<file path="config.mk">
export PLATFORM = sky130hd
export DESIGN_NAME = c5_mult
export DESIGN_NICKNAME = d
export VERILOG_FILES = /design/src/rtl/c5_mult.sv
export SDC_FILE = /design/constraint.sdc
export NUM_CORES = 1
export LEC_CHECK = 0
export CAP_MARGIN = 40
export CORE_AREA = 2 2 243 245
export DETAILED_ROUTE_END_ITERATION = 8
export DIE_AREA = 0 0 245 247
export SYNTH_ARGS = -nofsm -noshare
export SYNTH_HDL_FRONTEND = slang
export SYNTH_SLANG_ARGS = --single-unit
</file>
<file path="constraint.sdc">
create_clock -name I_clk -period 7.4 [get_ports I_clk]
set_input_delay 1.85 -clock I_clk [delete_from_list [all_inputs] [get_ports I_clk]]
set_output_delay 1.85 -clock I_clk [all_outputs]
set_load 0.005 [all_outputs]
</file>
<file path="src/rtl/c5_mult.sv">
// ----------------------------------------------------------------------------
// c5_mult -- iterative multiply/divide unit with HI/LO result registers.
//
// Receives the delayed operands and multiply function from the three-stage
// pipeline controller. MULT/MULTU/DIV/DIVU take 32 iterations, one per clock.
// MFHI/MFLO reads are combinational. A read issued while an operation is
// still iterating raises a pause request so the controller stalls the core.
//
// Ports
//   I_clk        in   1      clock, rising edge
//   I_rst        in   1      synchronous reset, active-high
//   I_a          in   WIDTH  operand A / dividend / MTHI-MTLO data
//   I_b          in   WIDTH  operand B / divisor
//   I_mult_func  in   4      operation select
//   O_c_mult     out  WIDTH  read data (LO or HI, else zero)
//   O_pause_out  out  1      stall request while a read waits for a result
// ----------------------------------------------------------------------------
module c5_mult #(
  parameter int WIDTH = 32
) (
  input  logic             I_clk,
  input  logic             I_rst,
  input  logic [WIDTH-1:0] I_a,
  input  logic [WIDTH-1:0] I_b,
  input  logic [3:0]       I_mult_func,
  output logic [WIDTH-1:0] O_c_mult,
  output logic             O_pause_out
);

  localparam logic [3:0] FN_NOTHING       = 4'b0000;
  localparam logic [3:0] FN_READ_LO       = 4'b0001;
  localparam logic [3:0] FN_READ_HI       = 4'b0010;
  localparam logic [3:0] FN_WRITE_LO      = 4'b0011;
  localparam logic [3:0] FN_WRITE_HI      = 4'b0100;
  localparam logic [3:0] FN_MULT          = 4'b0101;
  localparam logic [3:0] FN_SIGNED_MULT   = 4'b0110;
  localparam logic [3:0] FN_DIVIDE        = 4'b0111;
  localparam logic [3:0] FN_SIGNED_DIVIDE = 4'b1000;

  localparam logic [5:0] ITERATIONS = 6'd32;

  // Two's-complement negate when en is set. Used for sign correction of the
  // 64-bit product; wraps naturally for the -2^63 corner.
  function automatic logic [2*WIDTH-1:0] cond_neg64(input logic [2*WIDTH-1:0] v,
                                                    input logic en);
    logic signed [2*WIDTH-1:0] sv;
    sv = $signed(v);
    return en ? $unsigned(-sv) : v;
  endfunction

  function automatic logic [WIDTH-1:0] cond_neg32(input logic [WIDTH-1:0] v,
                                                  input logic en);
    logic signed [WIDTH-1:0] sv;
    sv = $signed(v);
    return en ? $unsigned(-sv) : v;
  endfunction

  // Magnitude of a signed value. -2^31 maps to 0x80000000, which is exactly
  // the right unsigned magnitude, so no special case is needed.
  function automatic logic [WIDTH-1:0] magnitude(input logic [WIDTH-1:0] v,
                                                 input logic is_signed);
    return cond_neg32(v, is_signed & v[WIDTH-1]);
  endfunction

  // Architectural and working state
  logic [WIDTH-1:0]   hi_r;
  logic [WIDTH-1:0]   lo_r;
  logic [5:0]         count_r;
  logic               mode_div_r;
  logic               negate_q_r;
  logic               negate_r_r;
  // op_a: multiplicand shifting left (mult) or dividend shifting out its MSB
  // (div). op_b: multiplier shifting right (mult) or static divisor (div).
  logic [2*WIDTH-1:0] op_a_r;
  logic [WIDTH-1:0]   op_b_r;

  // Operation decode
  logic is_start;
  logic is_div;
  logic is_signed_op;
  logic div_by_zero;

  always_comb begin
    is_start     = 1'b0;
    is_div       = 1'b0;
    is_signed_op = 1'b0;
    case (I_mult_func)
      FN_MULT:          is_start = 1'b1;
      FN_SIGNED_MULT: begin
        is_start     = 1'b1;
        is_signed_op = 1'b1;
      end
      FN_DIVIDE: begin
        is_start = 1'b1;
        is_div   = 1'b1;
      end
      FN_SIGNED_DIVIDE: begin
        is_start     = 1'b1;
        is_div       = 1'b1;
        is_signed_op = 1'b1;
      end
      default: ;
    endcase
  end

  assign div_by_zero = is_div & (I_b == '0);

  // Start-time operand conditioning. A zero divisor keeps the raw dividend
  // and suppresses sign correction so HI ends up holding I_a unchanged and
  // LO all ones (every trial subtraction of zero succeeds).
  logic [WIDTH-1:0] a_mag;
  logic [WIDTH-1:0] b_mag;
  logic             start_neg_q;
  logic             start_neg_r;

  always_comb begin
    a_mag       = magnitude(I_a, is_signed_op & ~div_by_zero);
    b_mag       = magnitude(I_b, is_signed_op);
    start_neg_q = is_signed_op & ~div_by_zero & (I_a[WIDTH-1] ^ I_b[WIDTH-1]);
    start_neg_r = is_signed_op & ~div_by_zero & is_div & I_a[WIDTH-1];
  end

  // One multiply step: accumulate the shifted multiplicand into HI:LO
  // when the current multiplier bit is set.
  logic [2*WIDTH-1:0] prod_next;

  always_comb begin
    prod_next = {hi_r, lo_r} + (op_b_r[0] ? op_a_r : '0);
  end

  // One restoring divide step. The partial remainder is widened by two bits
  // so that the divide-by-zero case (remainder grows past 32 bits) still
  // reads as a non-negative trial and sets the quotient bit.
  logic [WIDTH:0]          rem_shift;
  logic signed [WIDTH+1:0] div_diff;
  logic                    q_bit;
  logic [WIDTH-1:0]        rem_next;
  logic [WIDTH-1:0]        quo_next;

  always_comb begin
    rem_shift = {hi_r, op_a_r[WIDTH-1]};
    div_diff  = $signed({1'b0, rem_shift}) - $signed({2'b00, op_b_r});
    q_bit     = ~div_diff[WIDTH+1];
    rem_next  = q_bit ? div_diff[WIDTH-1:0] : rem_shift[WIDTH-1:0];
    quo_next  = {lo_r[WIDTH-2:0], q_bit};
  end

  logic last_step;
  assign last_step = (count_r == 6'd1);

  always_ff @(posedge I_clk) begin
    if (I_rst) begin
      hi_r       <= '0;
      lo_r       <= '0;
      count_r    <= '0;
      mode_div_r <= 1'b0;
      negate_q_r <= 1'b0;
      negate_r_r <= 1'b0;
      op_a_r     <= '0;
      op_b_r     <= '0;
    end else if (is_start) begin
      // A start while busy simply restarts with the new operands.
      count_r    <= ITERATIONS;
      mode_div_r <= is_div;
      negate_q_r <= start_neg_q;
      negate_r_r <= start_neg_r;
      op_a_r     <= {{WIDTH{1'b0}}, a_mag};
      op_b_r     <= b_mag;
      hi_r       <= '0;
      lo_r       <= '0;
    end else if (I_mult_func == FN_WRITE_LO) begin
      lo_r    <= I_a;
      count_r <= '0;
    end else if (I_mult_func == FN_WRITE_HI) begin
      hi_r    <= I_a;
      count_r <= '0;
    end else if (count_r != '0) begin
      count_r <= count_r - 6'd1;
      op_a_r  <= op_a_r << 1;
      if (mode_div_r) begin
        // Sign correction is folded into the final step so the corrected
        // result is visible the cycle after the 32nd iteration.
        hi_r <= last_step ? cond_neg32(rem_next, negate_r_r) : rem_next;
        lo_r <= last_step ? cond_neg32(quo_next, negate_q_r) : quo_next;
      end else begin
        op_b_r       <= op_b_r >> 1;
        {hi_r, lo_r} <= last_step ? cond_neg64(prod_next, negate_q_r) : prod_next;
      end
    end
  end

  // Read path and stall request
  always_comb begin
    O_c_mult    = '0;
    O_pause_out = 1'b0;
    case (I_mult_func)
      FN_READ_LO: begin
        O_c_mult    = lo_r;
        O_pause_out = (count_r != '0);
      end
      FN_READ_HI: begin
        O_c_mult    = hi_r;
        O_pause_out = (count_r != '0);
      end
      default: ;
    endcase
  end

endmodule

</file>
==> results by group <==
Global routing
  • Largest net degree at the start of global routing: 72
  • Vias in the first global route: 20.6k
  • First-pass GRT wire length: 127000 µm
  • Initial antenna violation count: 6
  • Global route total overflow: 0
  • GR Util All Layers: 27.3%

Floorplan
  • Starting Density: 34.5%
  • Vert. Die Dim: 247 µm
  • I/O Pins: 103
  • Full die area: 0.0605 mm²
  • Core ar.: 0.0582 mm²
  • Site row count: 89
  • Die width: 245 µm

Timing
  • Setup_tns: 0 ps
  • Slew margin rel.: 35.5%
  • RSZ-0062 raised after global routing: no
  • Max Fclk: 163 MHz
  • Slew Viols, Final: 0
  • Clock skew: 21.0 ps
  • Final setup viols: 0
  • PnR worst setup slack: 1260 ps
  • Hold Violations, Final: 0
  • Minimum clock period: 6140 ps
  • Final period util: 83.0%
  • Worst Tran Pin Value: 958 ps

Yosys
  • Mapped Cells: 2947
  • Synthesized area: 0.0201 mm²
  • Seq/Total Area, Yosys: 16.8%
  • Syn Nets: 3122
  • Async SR Flop Fraction: 0%
  • Synth top area cells: dfxtp_1 17%, a21oi_1 7.7%, nand2_1 7.0%
  • Top FF cell, synth: dfxtp_1
  • EDFF count, synth: 0
  • #FFs+latches synth: 169
  • Post-synth top area cell: dfxtp_1
  • Post-synthesis cell type count: 100
  • Synth top area share: 16.8%
  • Avg Synthesized Cell Area: 6.83 µm²
  • Total number of yosys warnings: 0

Critical path
  • Crit path DAT: 6510 ps
  • Reg2reg path depth: 15
  • Worst path required time: 7770 ps
  • Reg2reg end: hi_r[27]$_SDFFE_PP0P_
  • Worst Setup Start Kind: flop
  • Worst r2r src: op_b_r[0]$_SDFFE_PP0P_
  • CP endpoint kind: flop
  • CP max FO: 43
  • R2r setup slk: 1260 ps
  • Crit path kind: reg2reg

Clocking
  • Setup bufs post-CTS: 0
  • Sink Count: 169
  • Clock latency on the worst-skew pair: 510 ps
  • Hold-fix buffers at CTS: 0
  • CTS buffer count: 17
  • # resized after CTS: 0
  • Clock-pin slew on the worst setup and hold paths: 80 ps
  • CTS H-Tree Depth: 4
  • TritonCTS clock tree: built
  • CTS max path bufs: 2
  • CTS Root Cell: clkbuf_16

Hold path
  • Hold_sp: op_a_r[63]$_SDFFE_PP0P_
  • Worst hold path endpoint: op_a_r[63]$_SDFFE_PP0P_
  • Worst min path class: reg2reg
  • Hold Crit Depth: 2

Finish
  • FF+latch area: 0.00339 mm²
  • Synth-to-Final Area Change: 11.9%
  • Fin nets: 3119
  • Final Core Density: 38.6%
  • Multi-input gate area: 0.0158 mm²
  • Commonest cells after routing, fill and taps aside: 371 x nand2_1, 308 x a21oi_1, 295 x nor2_1
  • Commonest non-fill, non-tap cell in the layout: nand2_1
  • Layout cells sized above 1: 4.87%
  • Layout fillers: 6256

Power
  • Power Density: 401 mW/mm²
  • Reg power frac: 16.9%
  • Logic pwr share: 72.2%
  • Leak pwr: 8.17 nW
  • Switching share of power: 57.1%
  • Net switching power: 0.00516 W
  • Internal power component: 0.00387 W
  • IR drop worst, VDD: 0.327 mV
  • Clock power frac: 10.9%

Detailed routing
  • Vias per cell: 6.15
  • Drt first pass iters: 7
  • Vias: 23.0k
  • WL/cell: 22.8 µm
  • WL final: 85100 µm
  • Initial drt markers: 2595
  • Final ANT Viol Nets: 0
  • Final routed DRC violation total: 0

Run status
  • Status: complete, no violations

Place
  • Pre-CTS setup slack: 1230 ps
  • I/O Buffers: 102
  • Post-detail-place hpwl: 66100 µm
  • GPL Wtd Cong: 1.01

Flow run
  • Max Cap Viol: 0
-- cell families (layout without fill, tap and decap cells) --
| group | Yosys count | count (layout) | share of synthesized area (%) |
|---|---|---|---|
| AO/OA/AOI/OAI | 1023 | 1023 | 33.1 |
| XOR/XNOR | 228 | 228 | 9.93 |
| adder cells (fa/ha/maj) | 105 | 105 | 6.61 |
| buffers and inverters | 254 | 264 | 4.85 |
| flip-flops | 169 | 169 | 16.8 |
| multiplexers | 26 | 26 | 1.29 |
| other | 0 | 4 | 0 |
| AND/OR/NAND/NOR | 1142 | 1142 | 27.4 |
-- stage by stage --
step           area, µm²  power, W  instances  hold slack [ps]
2_1_floorplan      20100   0.00587       2947              437
3_3_place_gp       21800   0.00782       3690              445
3_5_place_dp       21900   0.00786       3697              450
4_1_cts            22500   0.00887       3729              460
5_1_grt            22500   0.00961       3730              485
6_report           22500   0.00904       3734              458
-- per-layer routing --
layer	global-route usage (%)	share of wire, %	vias to the layer above
met5	0	0.025	-
met4	16.2	6.0	4
met3	5.01	9.0	212
met2	42.2	43	1083
met1	35.5	42	10700
li1	-	-	10900
-- critical path, cell delays in order, from the launching register on --
cell      delay [ps]
dfxtp_2          630
buf_4            440
and2_1           260
ha_1             350
nand4_1          200
nor3_1           310
o221ai_1         320
a211oi_1         640
nor3_1           180
xnor2_1          240
or4_4            570
nor4b_4          690
nand4_1          250
mux2i_1          180
nor4_1           530
o21ai_0          190
-- synthesized netlist by cell type (36+ instances only) --
master	n
inv_1	75
o21ai_0	196
xor2_1	92
nand2_1	373
o31ai_1	42
ha_1	103
a211oi_1	94
or3_1	40
and2_1	88
a311oi_1	38
nand3_1	44
a31oi_1	38
dfxtp_1	169
a21oi_1	309
nor3_1	89
a22o_1	36
nand4_1	49
clkbuf_1	152
nor2_1	295
xnor2_1	136
-- final cells by class --
cell class	count	share of cell area, %
repair buffers	157	6.44
multi-input cells	2524	70.3
well taps	773	4.30
diodes	4	0.0445
flip-flops and latches	169	15.1
clock inverters	13	0.706
inverters	75	1.25
clock buffers	19	1.92
-- sequential cells by signal, indices dropped and copies added (netlist names) --
name	flops
op_a_r	64
hi_r	32
lo_r	32
op_b_r	32
count_r	6
mode_div_r	1
negate_q_r	1
negate_r_r	1
-- worst max path at each step --
stage / startpoint / to / slack (ps) / depth (start not counted)
global route: hi_r[11]$_SDFFE_PP0P_ / hi_r[26]$_SDFFE_PP0P_ / 860 / 19
global placement: I_b[12] / op_a_r[10]$_SDFFE_PP0P_ / 1320 / 13
floorplan: op_b_r[13]$_SDFFE_PP0P_ / hi_r[26]$_SDFFE_PP0P_ / 2150 / 23
detailed placement: I_b[12] / op_a_r[15]$_SDFFE_PP0P_ / 1230 / 13
CTS: I_mult_func[0] / O_c_mult[11] / 1380 / 5
finish: op_b_r[0]$_SDFFE_PP0P_ / hi_r[27]$_SDFFE_PP0P_ / 1260 / 15
-- power by group through the flow --
stage	sequential, W	clock (W)	combinational (W)
2_1_floorplan	0.00134	0	0.00453
3_3_place_gp	0.00153	0	0.00629
3_5_place_dp	0.00152	0	0.00634
4_1_cts	0.00150	0.000999	0.00637
5_1_grt	0.00153	0.00103	0.00704
6_report	0.00152	0.000989	0.00652
No activity file was read; power rests on OpenSTA's default activity.
